==> src/rtl/ascon_pkg.sv <==
// Shared ASCON-128 word and state types.
package ascon_pkg;

  localparam int unsigned WORD_W    = 64;
  localparam int unsigned NUM_WORDS = 5;

  // Word 0 is the rate word; words 1-4 are capacity.
  typedef logic [NUM_WORDS-1:0][WORD_W-1:0] t_state_array;

endpackage

==> src/rtl/xor_begin_stage.sv <==
// Pre-permutation injection stage: absorbs AD/PT/CT blocks into word 0 with
// last-block padding, and XORs the key into words 1-2 on finalize.
module xor_begin_stage
  import ascon_pkg::*;
(
  input  logic                clock,
  input  logic                reset_n,
  input  t_state_array        i_state,
  input  logic [127:0]        i_key,
  input  logic [1:0]          i_mode,
  input  logic [WORD_W-1:0]   i_data,
  input  logic [3:0]          i_data_bytes,
  input  logic                i_data_valid,
  output logic                o_data_ready,
  output t_state_array        o_state,
  output logic                o_state_valid,
  input  logic                i_state_ready,
  output logic [WORD_W-1:0]   o_cipher,
  output logic                o_cipher_valid,
  input  logic                i_cipher_ready
);

  localparam int unsigned BYTES_W   = 4;
  localparam int unsigned NUM_BYTES = WORD_W / 8;

  localparam logic [1:0] MODE_AD  = 2'b00;
  localparam logic [1:0] MODE_ENC = 2'b01;
  localparam logic [1:0] MODE_DEC = 2'b10;
  localparam logic [1:0] MODE_FIN = 2'b11;

  typedef enum logic {
    IDLE = 1'b0,
    HOLD = 1'b1
  } fsm_t;

  fsm_t state_q, state_d;

  logic state_pend_q, state_pend_d;
  logic cipher_pend_q, cipher_pend_d;
  logic accept_c;

  logic [BYTES_W-1:0] n_bytes_c;
  logic [WORD_W-1:0]  mask_c;
  logic [WORD_W-1:0]  pad_c;
  logic [WORD_W-1:0]  d_c;
  logic [WORD_W-1:0]  s0_c;
  logic [WORD_W-1:0]  cipher_c;
  t_state_array       state_w_c;

  assign accept_c = (state_q == IDLE) && i_data_valid;

  // Byte mask for the valid prefix and the 0x80 pad byte right after it.
  always_comb begin
    n_bytes_c = (i_data_bytes > BYTES_W'(NUM_BYTES)) ? BYTES_W'(NUM_BYTES) : i_data_bytes;
    mask_c    = '0;
    pad_c     = '0;
    for (int b = 0; b < NUM_BYTES; b++) begin
      if (BYTES_W'(b) < n_bytes_c) begin
        mask_c[WORD_W-1-8*b -: 8] = 8'hFF;
      end else if (BYTES_W'(b) == n_bytes_c) begin
        pad_c[WORD_W-1-8*b -: 8] = 8'h80;
      end
    end
  end

  // Absorb / decrypt-overwrite / key-injection datapath.
  always_comb begin
    s0_c      = i_state[0];
    d_c       = i_data & mask_c;
    cipher_c  = (s0_c ^ d_c) & mask_c;
    state_w_c = i_state;
    case (i_mode)
      MODE_DEC: begin
        state_w_c[0] = (d_c | (s0_c & ~mask_c)) ^ pad_c;
      end
      MODE_FIN: begin
        state_w_c[0] = s0_c ^ d_c ^ pad_c;
        state_w_c[1] = i_state[1] ^ i_key[127:64];
        state_w_c[2] = i_state[2] ^ i_key[63:0];
      end
      default: begin
        state_w_c[0] = s0_c ^ d_c ^ pad_c;
      end
    endcase
  end

  // FSM state, pending flags and output data registers.
  always_ff @(posedge clock or negedge reset_n) begin
    if (!reset_n) begin
      state_q       <= IDLE;
      state_pend_q  <= 1'b0;
      cipher_pend_q <= 1'b0;
      o_state       <= '0;
      o_cipher      <= '0;
    end else begin
      state_q       <= state_d;
      state_pend_q  <= state_pend_d;
      cipher_pend_q <= cipher_pend_d;
      if (accept_c) begin
        o_state  <= state_w_c;
        o_cipher <= cipher_c;
      end
    end
  end

  // Next state: leave HOLD on the edge where the last pending handshake completes.
  always_comb begin
    state_d       = state_q;
    state_pend_d  = state_pend_q;
    cipher_pend_d = cipher_pend_q;
    case (state_q)
      IDLE: begin
        if (i_data_valid) begin
          state_d       = HOLD;
          state_pend_d  = 1'b1;
          cipher_pend_d = (i_mode == MODE_ENC) || (i_mode == MODE_DEC);
        end
      end
      HOLD: begin
        state_pend_d  = state_pend_q  && !i_state_ready;
        cipher_pend_d = cipher_pend_q && !i_cipher_ready;
        if (!state_pend_d && !cipher_pend_d) begin
          state_d = IDLE;
        end
      end
      default: begin
        state_d = IDLE;
      end
    endcase
  end

  // Handshake outputs decoded from registered FSM state and flags only.
  always_comb begin
    o_data_ready   = 1'b0;
    o_state_valid  = 1'b0;
    o_cipher_valid = 1'b0;
    case (state_q)
      IDLE: begin
        o_data_ready = 1'b1;
      end
      HOLD: begin
        o_state_valid  = state_pend_q;
        o_cipher_valid = cipher_pend_q;
      end
      default: begin
        o_data_ready = 1'b1;
      end
    endcase
  end

  // Mode encoding kept explicit for readers of the datapath.
  logic unused_mode_c;
  assign unused_mode_c = (MODE_AD == 2'b00);

endmodule

==> config.mk <==
export PLATFORM = sky130hd
export DESIGN_NAME = xor_begin_stage
export DESIGN_NICKNAME = d
export VERILOG_FILES = /design/src/rtl/ascon_pkg.sv /design/src/rtl/xor_begin_stage.sv
export SDC_FILE = /design/constraint.sdc
export NUM_CORES = 1
export LEC_CHECK = 0
export ABC_AREA = 1
export BUFFER_PORTS_ARGS = -buffer_cell sky130_fd_sc_hd__buf_2
export CAP_MARGIN = 30
export CORE_AREA = 2 2 359 361
export DETAILED_ROUTE_END_ITERATION = 16
export DIE_AREA = 0 0 361 363
export GPL_ROUTABILITY_DRIVEN = 0
export PLACE_DENSITY = 0.41
export SLEW_MARGIN = 20
export SYNTH_ARGS = -nofsm -noshare
export SYNTH_HDL_FRONTEND = slang
export SYNTH_SLANG_ARGS = --single-unit
==> constraint.sdc <==
create_clock -name clock -period 1.6 [get_ports clock]
set_clock_uncertainty 0.1 [all_clocks]
set_input_delay 0.24 -clock clock [delete_from_list [all_inputs] [get_ports clock]]
set_output_delay 0.24 -clock clock [all_outputs]
set_load 0.005 [all_outputs]
=== After elaboration in Yosys (flattened, before gate mapping) ===
Index checks and enable logic that the tools add are counted.

* Register bits after elaboration: 387
* Input port bits: 523
* Output and inout port bits: 387
* Word-level logic and storage cells: 87

* Order comparisons: 9
* Equal/unequal tests: 11
* Multiplexer cells: 37
* Bitwise logic cells: 11
* Reductions and logical operators: 10

{| class="wikitable"
|+ Operators with widths
! cell !! number
|-
| XOR 64 bit || 5
|-
| bitwise AND 64 bit || 3
|-
| two-way mux 8 bit || 24
|-
| two-way mux 128 bit || 1
|-
| two-way mux 64 bit || 1
|-
| NOT 64 bit || 1
|-
| OR 64 bit || 1
|-
| == test 3 x 4 -> 1 bit (first input constant) || 4
|-
| less-than comparator 3 x 4 -> 1 bit (first input constant) || 4
|-
| == test 2 x 4 -> 1 bit (first input constant) || 2
|-
| less-than comparator 1 x 4 -> 1 bit (first input constant) || 2
|-
| less-than comparator 2 x 4 -> 1 bit (first input constant) || 2
|-
| two-way mux 1 bit || 7
|-
| one-hot mux 1 bit (2 select lines) || 3
|-
| == test 1 x 4 -> 1 bit (first input constant) || 1
|-
| == test 2 bit (second input constant) || 2
|-
| greater-than comparator 4 bit (second input constant) || 1
|-
| logical AND 1 bit || 4
|-
| logical NOT 1 bit || 4
|-
| logical NOT 4 bit || 1
|-
| two-way mux 4 bit || 1
|-
| == test 2 x 1 -> 1 bit (second input constant) || 1
|-
| != test 2 bit (second input constant) || 1
|-
| logical OR 1 bit || 1
|-
| NOT 1 bit || 1
|}

=== Logic depth before layout (Yosys ltp) ===
* Depth after elaboration: 9
* Mapped depth: 11
* Gate-level depth less buffers: 10

=== Worst setup path after synthesis ===
No wires, ideal clock.

* Path kind: register to register
* Start point: reg state_q
* End point: reg o_state[22] (netlist name)
* Setup time: 0.066 ns
* Arrival: 1.376 ns
* Data required time: 1.434 ns
* Setup slack: 0.058 ns
* Cell stages (with the launch flop): 7
* Buffers on the path: 3
* Period minus slack after synthesis: 1.542 ns
* Cells stage by stage: dfrtp_1 -> nor2_1 -> buf_2 -> buf_2 -> clkbuf_1 -> o211ai_1 -> nand2_1

* Cells in the longest elaborated chain, start to end: 2

{| class="wikitable"
|+ RTL lines
! item !! RTL line !! source
|-
| from (decl) || xor_begin_stage.sv:36 || <nowiki>fsm_t state_q, state_d;</nowiki>
|-
| from (signal assigned) || xor_begin_stage.sv:96 || <nowiki>state_q <= state_d;</nowiki>
|-
| NOT 1 bit || -- ||
|-
| logical AND 1 bit || xor_begin_stage.sv:50 || <nowiki>assign accept_c = (state_q == IDLE) && i_data_valid;</nowiki>
|-
| to (signal assigned) || xor_begin_stage.sv:100 || <nowiki>o_state <= state_w_c;</nowiki>
|-
| to (decl) || xor_begin_stage.sv:15 || <nowiki>output t_state_array o_state,</nowiki>
|}

No other way between the ends.
A chain may end at the register's enable or synchronous reset.

=== Worst setup path after layout ===
* Start point: reg state_q
* End point: reg o_state[125] (netlist name)

Same word-level chain as after synthesis.

==> metrics.md <==
| Metric | Value |
|---|---|
| Status | finished with violations |
| Violated checks | setup timing |
| Clock latency on the worst-skew pair | 620 ps |
| Area contributors post-synth | dfrtp_1, nand2_1, xor2_1 |
| Total track usage | 0.140 |
| Post-Place Cell Area | 25,600 sq um |
| Mapped cell area | 17,700 sq um |
| Multi-input gate area | 8210 sq um |
| Layout overhead on the synthesized area | 104% |
| Seq/Total Area, Yosys | 0.548 |
| Critical Path RT | 2010 ps |
| Final worst path period need | 1750 ps |
| Fill cells | 13,582 |
| Post-Synthesis Cells | 2,091 |
| CTS buffer count | 52 |
| CP Max Fanout | 7 |
| Post-Layout Cell Count | 5,438 |
| Synth Area per Inst | 8.45 sq um |
| Vias per cell | 3.79 |
| Synth Area in Adders | 0.00142 |
| Post-synth ARST share | 1.00 |
| Initial antenna violation count | 9 |
| Slew headroom | 0.651 |
| Slowest stage delay, CP | 390 ps |
| Largest family of logic cells by synthesized area | simple AND/OR/NAND/NOR gates |
| Final Hold Viols | 0 |
| Worst Path Arrival | 2160 ps |
| Fin util | 0.283 |
| CTS tree | built |
| Router iterations before antenna repair | 5 |
| Yosys Warn Count | 0 |
| Clk buf depth | 3 |
| Crit-path most repeated cell | buf_16 |
| Crit. End Element | flop |
| Maximum vdd drop | 0.732 mV |
| Wire per inst | 18.4 microns |
| Drt initial violations | 982 |
| Hold WC Path Type | in2reg |
| Total Routed Length | 100 mm |
| Area leader, netlist | dfrtp_1 |
| Final nets | 4,262 |
| Placed cell count | 4,716 |
| Layout cells sized above 1 | 0.398 |
| Die area | 131,000 sq um |
| RSZ-0062 raised after global routing | true |
| Vert. Die Dim | 363 microns |
| Number of I/O port buffers | 909 |
| Slew @ Worst Pin | 520 ps |
| Mux contribution to synthesized area | 0 |
| Syn Nets | 2,616 |
| DRC | 0 |
| Final period util | 1.09 |
| Top FF cell, synth | dfrtp_1 |
| Xor and xnor area share after synthesis | 0.0902 |
| Antenna-violating nets left | 0 |
| Final WS setup | -151 ps |
| Starting Density | 0.139 |
| Cell Rows | 131 |
| FF+latch count, synth | 387 |
| Post-Synth Simple-Gate Area | 0.240 |
| Overall via count from detail_route | 20,594 |
| Largest net degree at the start of global routing | 70 |
| Pwr Density | 1510 nW/um^2 |
| Final-report max-slew violation count | 0 |
| Critical path's slowest cell | dfrtp_1 |
| Number of flops mapped to enable cells by yosys | 0 |
| Leak | 17.9 nW |
| Post-synth top area share | 0.548 |
| DPL Wire Length | 70.6 mm |
| Crit path cell chain | buf_6 > nor2_4 > buf_6 > inv_12 > buf_16 > buf_16 > buf_12 > buf_16 > nand2_2 > o21ai_2 |
| Total power draw | 54.4 mW |
| Die X | 361 microns |
| Reg clk slew, reported paths | 60 ps |
| First-pass GRT wire length | 137 mm |
| Io pins | 910 |
| Critical Path Source Type | flop |
| Root Driver | clkbuf_16 |
| Pre-CTS setup slack | -413 ps |
| CP Class | reg2reg |
| Max-cap viol count | 0 |
| Core area | 127,000 sq um |
| # setup viols final | 300 |
| H-tree level count | 2 |
| Reg area | 9690 sq um |
| Distinct cells, synth | 32 |
| Vias in the first global route | 21,110 |
| F_max | 571 MHz |
| Compound-cell area share of the yosys netlist | 0.0790 |
| Post-route cell area | 36,000 sq um |
| GRT overflow | 0 |
| # clock sinks | 387 |
## worst max-delay path, delay by kind of cell, from the launching register on
family | cells | cell delay, ps
simple gates | 2 | 170
buf+inv | 7 | 880
flops | 1 | 390
compound gates | 1 | 50
## path summary, 6_finish.rpt
path | startpoint | depth (start not counted) | end | slack (ps)
worst max register to register | state_q | 10 | o_state[125] | -150
worst min register to register | o_state[260] | 2 | o_state[260] | 360
max in group asynchronous | reset_n | 3 | o_cipher[20] | 360
worst max-delay path | state_q | 10 | o_state[125] | -150
min in group asynchronous | reset_n | 3 | o_cipher[16] | 220
worst min-delay path | i_key[72] | 5 | o_state[72] | 50
## cells in the final DEF, fill, tap and decap left out, types with 7 or more instances in the layout
master and instances:
nand3_1 78, o211ai_1 7, buf_4 118, xnor2_1 37, a21oi_1 20, clkbuf_1 9
clkbuf_8 13, dlygate4sd3_1 530, clkbuf_16 78, nand2_1 829, nor2_4 10, buf_6 41
dfrtp_1 383, inv_2 7, o21ai_2 78, nand2_4 35, buf_2 885, buf_12 51
a22o_1 14, a21oi_2 12, buf_8 20, nor2_2 11, nor2_1 37, o21ai_0 55
inv_1 50, a31oi_1 14, o21ai_1 55, buf_16 34, xor2_1 145, nand2_2 71
## through the flow
| stage | hold WS [ps] | setup TNS (ps) |
|---|---|---|
| 6_report | 50.5 | -19660 |
| 5_1_grt | 38.4 | -46640 |
| 3_5_place_dp | 24.1 | -24490 |
| 2_1_floorplan | -156 | 0 |
| 4_1_cts | 0.686 | -22610 |
| 3_3_place_gp | 22.4 | -24160 |
## Yosys cell counts (all sizes together), types with 7 or more instances
cell,count
a22o,14
inv,61
buf,60
a31oi,14
nand3,82
xnor2,37
nand2,937
dfrtp,387
clkbuf,53
o21ai,189
nor2,58
xor2,145
a21oi,32
o211ai,7
## area by class of cell
type                            instances  area share
Clock buffer                           74      0.0420
Antenna cell                            3    0.000209
Timing Repair Buffer                 1705       0.389
Inverter                               61     0.00702
Tap cell                             1662      0.0578
Sequential cell                       387       0.269
Clock inverter                         16     0.00716
Multi-Input combinational cell       1530       0.228
## where the power goes
part	internal (mW)	total (mW)	switching, mW
registers	14.6	17.8	3.21
logic	12.1	24.3	12.2
clock network	7.37	12.3	4.89
total	34.1	54.4	20.3
## kinds of logic (layout without fill, tap and decap cells)
| family | count (synthesis) | count (layout) |
|---|---|---|
| AND/OR/NAND/NOR | 1088 | 1088 |
| flip-flops | 387 | 387 |
| AO/OA/AOI/OAI | 258 | 258 |
| XOR/XNOR | 182 | 182 |
| buffers and inverters | 174 | 1856 |
| adder cells (fa/ha/maj) | 2 | 2 |
| other | 0 | 3 |
## sequential cells by signal, indices dropped and copies added (netlist names)
name	flops
cipher_pend_q	1
o_cipher	64
o_state	320
state_pend_q	1
state_q	1
## routing by layer
metal / track usage / share of wire / wire length, microns
met2: 0.238 / 0.48 / 47800
met3: 0.0399 / 0.069 / 6940
met5: 0 / 0.00063 / 63
met4: 0.0566 / 0.041 / 4100
met1: 0.166 / 0.41 / 41200
## repair_timing
item	4_1_cts	5_1_grt
endpoints found under the setup margin	153	388
resized for setup	241	358
hold endpoints to repair	767	0
setup buffers	28	25
hold buffers	530	0
pin swaps	18	59
cloned	31	30
Note: power is estimated with default switching activity, not from simulation.
